`config.mk`:
```
export PLATFORM = sky130hd
export DESIGN_NAME = alu_uart_frame_ctrl
export DESIGN_NICKNAME = d
export VERILOG_FILES = /design/src/rtl/alu_uart_frame_ctrl.sv
export SDC_FILE = /design/constraint.sdc
export NUM_CORES = 1
export LEC_CHECK = 0
export BUFFER_PORTS_ARGS = -buffer_cell sky130_fd_sc_hd__buf_2
export CAP_MARGIN = 30
export CORE_MARGIN = 1.5
export CORE_UTILIZATION = 48
export DETAILED_ROUTE_END_ITERATION = 8
export HOLD_SLACK_MARGIN = 0.06
export PLACE_DENSITY = 0.77
export SYNTH_ARGS = -nofsm -noshare
export SYNTH_HDL_FRONTEND = slang
export SYNTH_SLANG_ARGS = --single-unit
```
`constraint.sdc`:
```
create_clock -name clk -period 4.2 [get_ports clk]
set_input_delay 0.21 -clock clk [delete_from_list [all_inputs] [get_ports clk]]
set_output_delay 0.21 -clock clk [all_outputs]
set_load 0.01 [all_outputs]
```
`src/rtl/alu_uart_frame_ctrl.sv`:
```
// UART <-> ALU framing stage.
// Assembles NB-byte operands A and B plus an opcode byte from the receive
// stream, commits them to the ALU in one edge, captures the result and
// sends it back LSB first using the tx_start / tx_done_tick handshake.
// A partial frame that goes idle for TIMEOUT_CYCLES clocks is discarded.
module alu_uart_frame_ctrl #(
  parameter int unsigned LEN_UART       = 8,
  parameter int unsigned LEN_DATA       = 16,
  parameter int unsigned LEN_OPCODE     = 6,
  parameter int unsigned ALU_LATENCY    = 1,
  parameter int unsigned TIMEOUT_CYCLES = 100000
) (
  input  logic                  clk,
  input  logic                  reset,
  input  logic                  rx_done_tick,
  input  logic [LEN_UART-1:0]   rx_data_in,
  input  logic                  tx_done_tick,
  input  logic [LEN_DATA-1:0]   alu_data_in,
  output logic                  tx_start,
  output logic [LEN_UART-1:0]   tx_data_out,
  output logic [LEN_DATA-1:0]   A,
  output logic [LEN_DATA-1:0]   B,
  output logic [LEN_OPCODE-1:0] OPCODE,
  output logic                  busy,
  output logic                  frame_error
);

  localparam int unsigned NB       = LEN_DATA / LEN_UART;
  localparam int unsigned IDX_W    = (NB > 1) ? $clog2(NB) : 1;
  localparam int unsigned LAT_W    = (ALU_LATENCY > 1) ? $clog2(ALU_LATENCY) : 1;
  localparam int unsigned LAT_LAST = (ALU_LATENCY > 0) ? ALU_LATENCY - 1 : 0;
  localparam int unsigned TMO_W    = (TIMEOUT_CYCLES > 1) ? $clog2(TIMEOUT_CYCLES) : 1;
  localparam int unsigned TMO_LAST = (TIMEOUT_CYCLES > 0) ? TIMEOUT_CYCLES - 1 : 0;

  typedef enum logic [2:0] {
    RX_A    = 3'd0,
    RX_B    = 3'd1,
    RX_OP   = 3'd2,
    CALC    = 3'd3,
    TX_LOAD = 3'd4,
    TX_WAIT = 3'd5
  } state_t;

  state_t                state, state_nxt;
  logic [IDX_W-1:0]      idx, idx_nxt;
  logic [LAT_W-1:0]      lat_cnt, lat_cnt_nxt;
  logic [TMO_W-1:0]      tmo_cnt, tmo_cnt_nxt;
  logic [LEN_DATA-1:0]   shadow_a, shadow_a_nxt;
  logic [LEN_DATA-1:0]   shadow_b, shadow_b_nxt;
  logic [LEN_DATA-1:0]   result, result_nxt;
  logic [LEN_DATA-1:0]   a_nxt, b_nxt;
  logic [LEN_OPCODE-1:0] opcode_nxt;
  logic [LEN_UART-1:0]   tx_data_nxt;
  logic                  tx_start_nxt;
  logic                  busy_nxt;
  logic                  frame_error_nxt;
  logic                  partial_c;
  logic                  last_byte_c;

  assign last_byte_c = (idx == IDX_W'(NB - 1));

  // A frame is in flight once its first byte has landed and until the commit.
  assign partial_c = ((state == RX_A) && (idx != '0)) || (state == RX_B) || (state == RX_OP);

  // State and datapath registers.
  always_ff @(posedge clk or negedge reset) begin
    if (!reset) begin
      state       <= RX_A;
      idx         <= '0;
      lat_cnt     <= '0;
      tmo_cnt     <= '0;
      shadow_a    <= '0;
      shadow_b    <= '0;
      result      <= '0;
      A           <= '0;
      B           <= '0;
      OPCODE      <= '0;
      tx_data_out <= '0;
      tx_start    <= 1'b0;
      busy        <= 1'b0;
      frame_error <= 1'b0;
    end else begin
      state       <= state_nxt;
      idx         <= idx_nxt;
      lat_cnt     <= lat_cnt_nxt;
      tmo_cnt     <= tmo_cnt_nxt;
      shadow_a    <= shadow_a_nxt;
      shadow_b    <= shadow_b_nxt;
      result      <= result_nxt;
      A           <= a_nxt;
      B           <= b_nxt;
      OPCODE      <= opcode_nxt;
      tx_data_out <= tx_data_nxt;
      tx_start    <= tx_start_nxt;
      busy        <= busy_nxt;
      frame_error <= frame_error_nxt;
    end
  end

  // Next-state and next-output logic.
  always_comb begin
    state_nxt       = state;
    idx_nxt         = idx;
    lat_cnt_nxt     = lat_cnt;
    tmo_cnt_nxt     = '0;
    shadow_a_nxt    = shadow_a;
    shadow_b_nxt    = shadow_b;
    result_nxt      = result;
    a_nxt           = A;
    b_nxt           = B;
    opcode_nxt      = OPCODE;
    tx_data_nxt     = tx_data_out;
    tx_start_nxt    = 1'b0;
    frame_error_nxt = 1'b0;

    case (state)
      RX_A: begin
        if (rx_done_tick) begin
          shadow_a_nxt[idx*LEN_UART +: LEN_UART] = rx_data_in;
          if (last_byte_c) begin
            idx_nxt   = '0;
            state_nxt = RX_B;
          end else begin
            idx_nxt = idx + IDX_W'(1);
          end
        end
      end
      RX_B: begin
        if (rx_done_tick) begin
          shadow_b_nxt[idx*LEN_UART +: LEN_UART] = rx_data_in;
          if (last_byte_c) begin
            idx_nxt   = '0;
            state_nxt = RX_OP;
          end else begin
            idx_nxt = idx + IDX_W'(1);
          end
        end
      end
      RX_OP: begin
        // Operands and opcode become visible to the ALU on the same edge.
        if (rx_done_tick) begin
          a_nxt       = shadow_a;
          b_nxt       = shadow_b;
          opcode_nxt  = rx_data_in[LEN_OPCODE-1:0];
          lat_cnt_nxt = '0;
          state_nxt   = CALC;
        end
      end
      CALC: begin
        if (lat_cnt == LAT_W'(LAT_LAST)) begin
          result_nxt = alu_data_in;
          idx_nxt    = '0;
          state_nxt  = TX_LOAD;
        end else begin
          lat_cnt_nxt = lat_cnt + LAT_W'(1);
        end
      end
      TX_LOAD: begin
        tx_data_nxt  = result[idx*LEN_UART +: LEN_UART];
        tx_start_nxt = 1'b1;
        state_nxt    = TX_WAIT;
      end
      TX_WAIT: begin
        if (tx_done_tick) begin
          if (last_byte_c) begin
            idx_nxt   = '0;
            state_nxt = RX_A;
          end else begin
            idx_nxt   = idx + IDX_W'(1);
            state_nxt = TX_LOAD;
          end
        end
      end
      default: begin
        idx_nxt   = '0;
        state_nxt = RX_A;
      end
    endcase

    // Inter-byte timeout; a byte arriving on the expiry cycle wins.
    if ((TIMEOUT_CYCLES != 0) && partial_c && !rx_done_tick) begin
      if (tmo_cnt == TMO_W'(TMO_LAST)) begin
        frame_error_nxt = 1'b1;
        state_nxt       = RX_A;
        idx_nxt         = '0;
      end else begin
        tmo_cnt_nxt = tmo_cnt + TMO_W'(1);
      end
    end

    busy_nxt = !((state_nxt == RX_A) && (idx_nxt == '0));
  end

endmodule

```
==> flow_summary.toml, run 1 <==
[drt]
totalWireLength_mm = 9.46
routed_via_density = 5.12
wl_per_cell_um = 15.7
final_antenna_net_count = 0
num_vias = 3082
firstDrtPassIters = 4
drc = 0
drt_iter0_drc = 96

[sta]
fin_hold_ws_ns = 0.0881
post-route-min-period_ns = 2.05
tns_ns = 0
hold_violations = 0
finalSetupViolCount = 0
slew_violations = 0
rsz0062_at_grt = "no"
clock_skew_ns = 0.00854
tightest_slew_ns = 0.648
fmax_mhz = 487
period_share = 0.489
relSlewSlack = 0.568
fin_ws_ns = 2.15

[clock_network]
cts_buffers = 17
clockRootBuffer = "clkbuf_8"
clockBufferDepth = 2
cts_tree = "yes"
clk_pin_slew_ns = 0.06
h-tree-depth = 4
cts_sinks = 118
clk_latency_ns = 0.51

[synth]
yosysSeqAreaShare = 0.606
syn_inst = 349
synth.distinct_cells = 40
yosys.area.top_type_share = 0.606
synth_nets = 378
ys.flop_type = "dfrtp_1"
async_flop_share = 1.00
synth_area_leaders = "dfrtp_1 (61%), mux2_2 (13%), mux2_1 (6.7%)"
yosys.area.top_type = "dfrtp_1"
synth_area_um2 = 4870
synth_seq_cells = 118
yosys_warnings = 0
avgSynthCellArea_um2 = 14.0
synth-edff-count = 0

[critical_path]
reg2regPathDepth = 3
worstSetupEndpoint = "shadow_b[8]$_DFFE_PN0P_"
end_kind = "flip-flop"
startpoint = "idx$_DFF_PN0_"
crit_fanout = 14
r2r-end = "shadow_b[8]$_DFFE_PN0P_"
cp.required_ns = 4.60
cp.arrival_ns = 2.45
r2r_slack_ns = 2.15
start_kind = "flip-flop"
crit_type = "reg -> reg"
regToRegStartpoint = "idx$_DFF_PN0_"

[place]
place_congestion = 0.811
place_area_um2 = 5340
dp.cells = 545
pre_cts_ws_ns = 2.17
io_buffer_count = 76
dp_hpwl_mm = 5.83

[layout]
nNetsFinal = 485
drive_gt1_frac = 0.373
mostFrequentLayoutCell = "dfrtp_1"
nFillCells = 770
final_cells = 602
layout_common_cells = "dfrtp_1 (118), buf_2 (75), mux2_2 (58)"
post-route-util = 0.633
synthToLayoutAreaGrowth_pct = 27.7
post-route-cell-area_um2 = 6220
antenna_cells = 0

[power_and_ir_drop]
comb_power_share = 0.247
intPower_mw = 3.20
p_per_area_nw_per_um2 = 724
switchingPower_mw = 1.30
power.leakage_nw = 2.92
ir_drop_v = 0.000390
swShare = 0.290
finalPower_mw = 4.50
p_seq_frac = 0.419
pwr-share-clk = 0.335

[floorplan]
fp-row-count = 36
core_um2 = 9820
die_area_um2 = 10800
io_pins = 77
start_util = 0.496
die_y_um = 104
die_x_um = 104

[min_path]
whs_path_depth = 4
hp-class = "in -> reg"

[grt]
grt_pass1_vias = 3251
grtUsageTotal = 0.191
antenna_found_initial = 0
grt_pass1_wl_mm = 16.0
gr-total-overflow = 0
grt_start_max_net_pins = 48

[job]
maxCapViolCount = 0

[status]
status = "complete, no violations"
## worst min path at each step
stage	start	slack (ns)	to
floorplan	reset	-0.09	A[0]$_DFFE_PN0P_
detailed placement	reset	0.25	shadow_a[15]$_DFFE_PN0P_
global route	tx_done_tick	0.12	state[2]$_DFF_PN0_
finish	tx_done_tick	0.09	state[2]$_DFF_PN0_
CTS	tx_done_tick	0.07	state[2]$_DFF_PN0_
global placement	alu_data_in[13]	0.42	result[13]$_DFFE_PN0P_
## repair_timing
item | CTS | global route
hold buffers | 25 | 0
setup buffers | 0 | 0
hold endpoints to repair | 98 | 0
resized for setup | 0 | 0
## power by group through the flow
stage / sequential [mW] / clock [mW] / combinational (mW)
6_report: 1.89 / 1.51 / 1.11
5_1_grt: 1.94 / 1.59 / 1.22
4_1_cts: 1.88 / 1.53 / 1.13
3_5_place_dp: 1.89 / 0 / 1.10
3_3_place_gp: 1.86 / 0 / 1.05
2_1_floorplan: 1.86 / 0 / 0.768
## worst max-delay path, stage by stage, from the launching register on
cell	delay [ns]
dfrtp_1	0.76
and3b_1	0.32
and2_1	0.46
mux2_2	0.39
## Yosys cell counts, types with 3 or more instances
cell	number
nor3_1	3
buf_2	4
xnor2_1	8
xor2_1	8
nand3_1	6
a21oi_1	11
nor2_1	30
nand2b_1	3
mux2_1	29
o21ai_0	3
mux2_2	58
dfrtp_1	118
buf_6	4
and4_1	4
buf_4	6
mux2i_1	8
and2_1	4
nand2_1	9
nand4_1	7
## sequential cells by signal, indices dropped and copies added (netlist names)
| register | cells |
|---|---|
| A | 16 |
| B | 16 |
| OPCODE | 6 |
| busy | 1 |
| frame_error | 1 |
| idx | 1 |
| result | 16 |
| shadow_a | 16 |
| shadow_b | 16 |
| state | 3 |
| tmo_cnt | 17 |
| tx_data_out | 8 |
| tx_start | 1 |
## logic make-up (layout without fill, tap and decap cells)
| logic type | count (synthesis) | count (layout) | share of synthesized area |
|---|---|---|---|
| buffers and inverters | 18 | 138 | 0.0280 |
| xor gates and xnor gates | 16 | 16 | 0.0288 |
| muxes | 95 | 95 | 0.218 |
| DFF | 118 | 118 | 0.606 |
| and+or+nand+nor | 81 | 81 | 0.0938 |
| adders and majority gates | 1 | 1 | 0.00257 |
| AOI/OAI and AO/OA | 20 | 20 | 0.0231 |
## layer usage
layer / up-vias / global-route usage / part of all wire
li1: 1448 / - / -
met1: 1552 / 0.227 / 0.43
met2: 60 / 0.313 / 0.50
met3: 22 / 0.0623 / 0.038
met4: 0 / 0.0952 / 0.024
met5: - / 0 / 0
## final cells by class
type	instances	area, um2	area share
tap	133	166	0.0268
timing repair buffer	104	676	0.109
clock buffer	21	459	0.0738
sequential	118	2950	0.475
inverter	2	7.51	0.00121
multi-input combinational	213	1790	0.287
clock inverter	11	170	0.0274
No activity file was read; power rests on OpenSTA's default activity.
==> inputs of run 2 (changes only) <==
- clock period: 4.2 -> 2.1 ns (I/O delays scaled with it)
==> flow_summary.toml, run 2 (same netlist as run 1, synthesis figures left out) <==
[power_and_ir_drop]
swShare = 0.297
switchingPower_mw = 2.69
p_per_area_nw_per_um2 = 1440
ir_drop_v = 0.000766
pwr-share-clk = 0.328
finalPower_mw = 9.06
p_seq_frac = 0.407
comb_power_share = 0.265
intPower_mw = 6.37
power.leakage_nw = 2.95

[sta]
post-route-min-period_ns = 1.83
relSlewSlack = 0.598
clock_skew_ns = 0.00919
rsz0062_at_grt = "no"
fin_ws_ns = 0.270
slew_violations = 0
period_share = 0.871
finalSetupViolCount = 0
fmax_mhz = 546
tightest_slew_ns = 0.603
hold_violations = 0
tns_ns = 0

[grt]
grtUsageMet1 = 0.244
grt_pass1_wl_mm = 16.5
grtUsageMet3 = 0.0579
gr-total-overflow = 0
grtUsageMet2 = 0.322
grtUsageTotal = 0.196
grt_start_max_net_pins = 51
grt_pass1_vias = 3347
busiest_layer = "met2"
antenna_found_initial = 0

[clock_network]
cts_buffers = 17
clockRootBuffer = "clkbuf_8"
cts_sinks = 118
cts_tree = "yes"
h-tree-depth = 4
clockBufferDepth = 2
clk_latency_ns = 0.52
clk_pin_slew_ns = 0.05
post_cts_buffers = 0

[place]
io_buffer_count = 76
place_area_um2 = 5390
pre_cts_ws_ns = 0.326
place_congestion = 0.865
dp_hpwl_mm = 6.06

[critical_path]
end_kind = "flip-flop"
cp.required_ns = 2.48
cp.arrival_ns = 2.21
crit_type = "reg -> reg"
start_kind = "flip-flop"
crit_fanout = 7

[floorplan]
core_um2 = 9820
io_pins = 77
die_y_um = 104
die_area_um2 = 10800
start_util = 0.496
die_x_um = 104
fp-row-count = 36

[layout]
nFillCells = 763
mostFrequentLayoutCell = "dfrtp_1"
layout_common_cells = "dfrtp_1 (118), buf_2 (75), mux2_2 (58)"
post-route-cell-area_um2 = 6270
nNetsFinal = 493
drive_gt1_frac = 0.382
post-route-util = 0.639
synthToLayoutAreaGrowth_pct = 28.8
antenna_cells = 0
top_register = "tmo_cnt"
largest_reg_flops = 17

[drt]
routed_via_density = 5.20
final_antenna_net_count = 0
firstDrtPassIters = 4
drc = 0
totalWireLength_mm = 9.63
num_vias = 3170
wl_per_cell_um = 15.8
drt_iter0_drc = 95

[status]
status = "complete, no violations"

[min_path]
hp-class = "in -> async"

[job]
maxCapViolCount = 0
run 2: cell count changes in the layout (fill, tap and decap cells not counted), sizes merged:
cell / change
clkinv: +1
clkinvlp: +1
inv: +2
clkbuf: -4
buf: +6
dlygate4sd3: +2
run 2: area by class of cell:
class,count,area [um2],share of cell area
clock buffer,17,414,0.0660
clock inverter,15,200,0.0319
inverter,2,7.51,0.00120
multi-input combinational,213,1790,0.285
sequential,118,2950,0.471
tap,133,166,0.0265
timing repair buffer,112,746,0.119
run 2: final timing paths:
check | from | cells after the start | endpoint | slack [ns]
min in group clk | alu_data_in[11] | 3 | result[11]$_DFFE_PN0P_ | 0.34
hold reg to reg | A[13]$_DFFE_PN0P_ | 1 | A[13]$_DFFE_PN0P_ | 0.48
hold / removal | reset | 2 | OPCODE[5]$_DFFE_PN0P_ | 0.12
max in group asynchronous | reset | 3 | tmo_cnt[3]$_DFF_PN0_ | 1.33
setup / recovery | tmo_cnt[0]$_DFF_PN0_ | 5 | idx$_DFF_PN0_ | 0.27
setup reg to reg | tmo_cnt[0]$_DFF_PN0_ | 5 | idx$_DFF_PN0_ | 0.27
run 2: layer usage:
layer / share of wire / vias to the layer above
met5: 0 / -
met4: 0.019 / 0
met3: 0.034 / 17
met2: 0.51 / 68
met1: 0.43 / 1618
li1: - / 1467
run 2: through the flow:
stage	instances	hold slack, ns
after floorplan	349	-0.191
after global placement	551	0.124
after detailed placement	551	0.130
after CTS	610	0.123
after global routing	610	0.174
final	610	0.119
run 2: critical path, cell delays in order (launching register included):
cell and delay (ns):
dfrtp_1 0.39, ha_1 0.21, and4_1 0.36, nand4_1 0.20, o21ai_0 0.42, nor2_1 0.12
run 2: power by group through the flow:
stage | Clock (mW) | Sequential, mW | Combinational (mW)
finish | 2.97 | 3.69 | 2.40
global placement | 0 | 3.65 | 2.25
floorplan | 0 | 3.72 | 1.54
detailed placement | 0 | 3.70 | 2.35
CTS | 3.02 | 3.68 | 2.43
global route | 3.14 | 3.80 | 2.65
run 2: repair_timing:
| action | CTS | global route |
|---|---|---|
| setup endpoints to repair | 0 | 0 |
| gates resized for setup | 0 | 0 |
| hold endpoints to repair | 175 | 0 |
| hold buffers | 27 | 0 |
